--- src/rtl/stream_pkt_limiter.sv ---
// Packet-length enforcer: passes packets up to MAX_PKT_BEATS beats, forces last and drops the tail of longer ones.
// Optional 32-bit saturating packet/truncation counters when STREAM_PKT_LIMITER_STATS_EN is defined.
module stream_pkt_limiter #(
  parameter int DATA_WIDTH    = 32,
  parameter int MAX_PKT_BEATS = 4
) (
  input  logic                  clk,
  input  logic                  rst,
  input  logic [DATA_WIDTH-1:0] s_data,
  input  logic                  s_last,
  input  logic                  s_valid,
  output logic                  s_ready,
  output logic [DATA_WIDTH-1:0] m_data,
  output logic                  m_last,
  output logic                  m_valid,
  input  logic                  m_ready,
  output logic                  trunc_pulse
`ifdef STREAM_PKT_LIMITER_STATS_EN
  ,
  output logic [31:0]           pkt_count,
  output logic [31:0]           trunc_count
`endif
);

  localparam int CNT_W = $clog2(MAX_PKT_BEATS + 1);
  localparam logic [CNT_W-1:0] CNT_LAST = CNT_W'(MAX_PKT_BEATS - 1);

  typedef enum logic {PASS, DISCARD} state_t;

  state_t                  state;
  logic [CNT_W-1:0]        beat_cnt;
  logic [DATA_WIDTH-1:0]   data_p1;
  logic                    last_p1;
  logic                    vld_p1;
  logic                    trunc_p1;

  logic accept;
  logic at_limit;
  logic ends_pkt;

  assign s_ready  = (state == DISCARD) ? 1'b1 : (!vld_p1 || m_ready);
  assign accept   = s_valid && s_ready;
  assign at_limit = (beat_cnt == CNT_LAST);
  assign ends_pkt = s_last || at_limit;

  assign m_data      = data_p1;
  assign m_last      = last_p1;
  assign m_valid     = vld_p1;
  assign trunc_pulse = trunc_p1;

  // Stage p1: output register, packet state and truncation decision
  always_ff @(posedge clk or negedge rst) begin
    if (!rst) begin
      state    <= PASS;
      beat_cnt <= '0;
      data_p1  <= '0;
      last_p1  <= 1'b0;
      vld_p1   <= 1'b0;
      trunc_p1 <= 1'b0;
    end else begin
      trunc_p1 <= 1'b0;
      if (vld_p1 && m_ready)
        vld_p1 <= 1'b0;
      if (accept) begin
        case (state)
          PASS: begin
            vld_p1  <= 1'b1;
            data_p1 <= s_data;
            last_p1 <= ends_pkt;
            if (s_last) begin
              beat_cnt <= '0;
            end else if (at_limit) begin
              beat_cnt <= '0;
              trunc_p1 <= 1'b1;
              state    <= DISCARD;
            end else begin
              beat_cnt <= beat_cnt + CNT_W'(1);
            end
          end
          DISCARD: begin
            // Tail beats are swallowed; only the closing beat matters
            if (s_last)
              state <= PASS;
          end
          default: state <= PASS;
        endcase
      end
    end
  end

`ifdef STREAM_PKT_LIMITER_STATS_EN
  function automatic logic [31:0] sat_inc(input logic [31:0] v);
    return (v == 32'hFFFF_FFFF) ? v : v + 32'd1;
  endfunction

  always_ff @(posedge clk or negedge rst) begin
    if (!rst) begin
      pkt_count   <= '0;
      trunc_count <= '0;
    end else if (accept && (state == PASS)) begin
      if (ends_pkt)
        pkt_count <= sat_inc(pkt_count);
      if (!s_last && at_limit)
        trunc_count <= sat_inc(trunc_count);
    end
  end
`endif

endmodule

--- config.mk ---
export PLATFORM = sky130hd
export DESIGN_NAME = stream_pkt_limiter
export DESIGN_NICKNAME = d
export VERILOG_FILES = /design/src/rtl/stream_pkt_limiter.sv
export SDC_FILE = /design/constraint.sdc
export NUM_CORES = 1
export LEC_CHECK = 0
export ABC_AREA = 1
export BUFFER_PORTS_ARGS = -buffer_cell sky130_fd_sc_hd__buf_2
export CORE_AREA = 5 5 66 68
export CTS_BUF_LIST = sky130_fd_sc_hd__clkbuf_4 sky130_fd_sc_hd__clkbuf_8 sky130_fd_sc_hd__clkbuf_16
export DETAILED_ROUTE_END_ITERATION = 8
export DIE_AREA = 0 0 71 73
export GPL_ROUTABILITY_DRIVEN = 1
export PLACE_DENSITY = 0.8
export SLEW_MARGIN = 5
export SYNTH_ARGS = -nofsm -noshare
export SYNTH_HDL_FRONTEND = slang
export SYNTH_SLANG_ARGS = --single-unit
--- constraint.sdc ---
create_clock -name clk -period 1.2 [get_ports clk]
set_input_delay 0.06 -clock clk [delete_from_list [all_inputs] [get_ports clk]]
set_output_delay 0.06 -clock clk [all_outputs]
set_load 0.01 [all_outputs]
==> run metrics <==
TritonCTS clock tree done; total of warnings raised by yosys 0; maximum number of pins on one net before global-route repair 40; Crit path required time between 1 and 1.5 ns; Hold Path Class input port to flip-flop; total non-filler cell area in the finished layout 2440 um2; number of antenna violations at the first check in global routing 0; cts bufs inserted 5; smallest hold slack ~0.042 ns; Routability Congestion roughly 0.75; die extent in y 73 um; Filler Cell Count about 340; Final nets about 320; share of final-layout standard cells stronger than drive strength 1 34.1%; kind of launch point of the worst setup path flip-flop; H-tree Lvls 2; slew at the pin with the worst max-slew slack around 0.49 ns; detailed placement HPWL 2.56 mm; Synth area leaders sky130_fd_sc_hd__dfrtp_1 61%, sky130_fd_sc_hd__nand2_1 24%, sky130_fd_sc_hd__buf_6 3.5%, sky130_fd_sc_hd__nand2_2 2.3%, sky130_fd_sc_hd__o21ai_2 2.2%; final cell utilization of the core 64.2%; final clock period utilization by the worst path between 90% and 100%; Max rail drop VDD 0.736 mV; standard cell core area 3800 um2; Clk Tree Root Cell sky130_fd_sc_hd__clkbuf_8; cell area after synthesis approximately 1600 um2; clk_skew between 0.004 and 0.005 ns; post-route minimum period 1.09 ns; Critical Path Sink Type flip-flop; critical path fanouts, max 19; sw power 0.00106 W; Post-route DRC 0; dominant cell type by area after synthesis sky130_fd_sc_hd__dfrtp_1; maximum buffer depth of the clock tree 2; initial core utilization a little over two fifths; post-synthesis sequential element count 39; number of distinct standard cells referenced by the synthesized netlist 16; Synth-to-Final Area Change 52.3%; average via count per standard cell between 4 and 5; Achievable Freq approximately 900 MHz; number of clock sinks seen by CTS 39; total placed instance area around 2000 um2; diode insertion count for antenna repair 0; number of detailed-route iterations in the first pass 4; top-area cell type share of the netlist area between 60% and 70%; combinational fraction of design power a little over a quarter; final wirelength 3.96 mm; clock share of power ~25%; drt wl/cell 11.7 um; width of the die between 70 and 80 um; total via count in the routed design between 1000 and 1500; Syn Inst Count approximately 180; part of the total power dissipated in sequential elements 47.9%; count of buffers inserted at the top-level ports slightly above 70; mean area per synthesized cell a little over 9 um2; data arrival time of the critical path roughly 1.3 ns; critical-path cell with the highest stage delay sky130_fd_sc_hd__dfrtp_1; Cell Chain, Critical Path nor2_1, nand2_2, buf_6, nand2_1, nand2_1; switching share of total power about 30%; Boundary Pins 73; Worst slew margin 67.2%; number of global-route vias before repair 1498; number of DRC markers in iteration 0 64; hold violation count in the final report 0; reported leakage power between 1 and 1.5 nW; Worst-path clk slew 0.07 ns; most prevalent standard cell on the critical path sky130_fd_sc_hd__nand2_1; Critical Setup Path Class flip-flop to flip-flop; final max-slew violation count 0; area of the die between 5000 and 6000 um2; Max Cap Viol 0; first-pass GRT wire length 6.58 mm; setup repair bufs after CTS 0; status complete, no violations; power per unit of standard cell area approximately 1400 nW/um2; Power Internal 0.00244 W; antenna-violating nets left 0; sequential cell area fraction in the yosys report approximately three fifths; clock insertion delay at the later pin of the skew report about 0.28 ns; crit-path max cell delay roughly 0.4 ns; GRT Total Usage roughly 16%; grt ovf 0; nets in the synthesized netlist about 210; final number of setup-violating endpoints 0; Site Rows 23
[cell usage in the layout (no fill, tap or decap), types with 2 or more instances in the layout]
cell and count:
sky130_fd_sc_hd__buf_12 2, sky130_fd_sc_hd__nand2_1 101, sky130_fd_sc_hd__dfrtp_1 39, sky130_fd_sc_hd__nor2_4 2, sky130_fd_sc_hd__clkbuf_8 5, sky130_fd_sc_hd__clkbuf_4 2
sky130_fd_sc_hd__dlygate4sd3_1 33, sky130_fd_sc_hd__inv_1 7, sky130_fd_sc_hd__nor2_1 4, sky130_fd_sc_hd__buf_2 72, sky130_fd_sc_hd__nand3_1 2, sky130_fd_sc_hd__nand2_2 6
sky130_fd_sc_hd__o21ai_2 4, sky130_fd_sc_hd__buf_6 2
[logic make-up after synthesis]
| logic type | count (synthesis) | share of synthesized area (%) |
|---|---|---|
| fa+ha+maj | 1 | 0.781 |
| flops | 39 | 60.9 |
| buf+inv | 15 | 6.80 |
| compound gates | 6 | 2.81 |
| simple gates | 115 | 28.7 |
[Yosys cell counts, drive strengths merged]
cell type / instances
buf: 7
o21ai: 5
a21oi: 1
ha: 1
nand2: 107
inv: 8
nor2: 6
dfrtp: 39
nand3: 2
[final timing paths]
kind / startpoint / to / slack (ns) / cells past startpoint
setup / recovery: state$_DFFE_PN0P_ / m_data[31]$_DFFE_PN0P_ / 0.11 / 5
hold / removal: s_valid / m_valid$_DFF_PN0_ / 0.04 / 3
setup reg to reg: state$_DFFE_PN0P_ / m_data[31]$_DFFE_PN0P_ / 0.11 / 5
hold reg to reg: m_data[16]$_DFFE_PN0P_ / m_data[16]$_DFFE_PN0P_ / 0.48 / 2
max in group asynchronous: rst / m_data[8]$_DFFE_PN0P_ / 0.50 / 3
min in group asynchronous: rst / m_valid$_DFF_PN0_ / 0.35 / 3
[sequential cells by signal, summed over array words and instances (netlist names)]
| signal | flops |
|---|---|
| trunc_pulse | 1 |
| m_data | 32 |
| m_valid | 1 |
| beat_cnt | 3 |
| m_last | 1 |
| state | 1 |
[repair_timing]
item | 4_1_cts | 5_1_grt
hold buffers | 33 | 0
setup endpoints to repair | 0 | 10
endpoints found under the hold margin | 71 | 0
resized for setup | 0 | 3
[power by group through the flow]
stage / sequential, W / combinational, W / clock [W]
3_5_place_dp: 0.00170 / 0.000870 / 0
3_3_place_gp: 0.00170 / 0.000841 / 0
6_report: 0.00168 / 0.000952 / 0.000871
2_1_floorplan: 0.00180 / 0.000382 / 0
5_1_grt: 0.00172 / 0.00106 / 0.000952
4_1_cts: 0.00168 / 0.000951 / 0.000907
[stage by stage]
| stage | power [W] | TNS, ns | setup slack (ns) | instances |
|---|---|---|---|---|
| 4_1_cts | 0.00354 | 0 | 0.0547 | 337 |
| 2_1_floorplan | 0.00218 | 0 | 0.200 | 176 |
| 3_3_place_gp | 0.00254 | 0 | 0.118 | 296 |
| 3_5_place_dp | 0.00257 | 0 | 0.0843 | 296 |
| 6_report | 0.00350 | 0 | 0.107 | 337 |
| 5_1_grt | 0.00373 | -0.00511 | -0.00511 | 337 |
[critical path, delay by kind of cell, from the launching register on]
| family | cells | cell delay, ns |
|---|---|---|
| simple gates | 4 | 0.39 |
| flops | 1 | 0.40 |
| buf+inv | 1 | 0.20 |
[layout make-up]
| class | count | area [um2] | share of cell area [%] |
|---|---|---|---|
| multi-input combinational | 122 | 522 | 21.4 |
| sequential | 39 | 976 | 40.0 |
| clock inverter | 1 | 5.00 | 0.205 |
| tap | 50 | 62.6 | 2.56 |
| inverter | 8 | 30.0 | 1.23 |
| timing repair buffer | 110 | 761 | 31.2 |
| clock buffer | 7 | 83.8 | 3.44 |
[layer usage]
metal	GRT usage, %	wire (um)	vias up
li1	-	-	746
met1	17.9	1650	671
met2	29.2	1990	47
met3	5.23	239	8
met4	7.72	79	0
met5	0	0	-
Note: power is estimated with default switching activity, not from simulation.
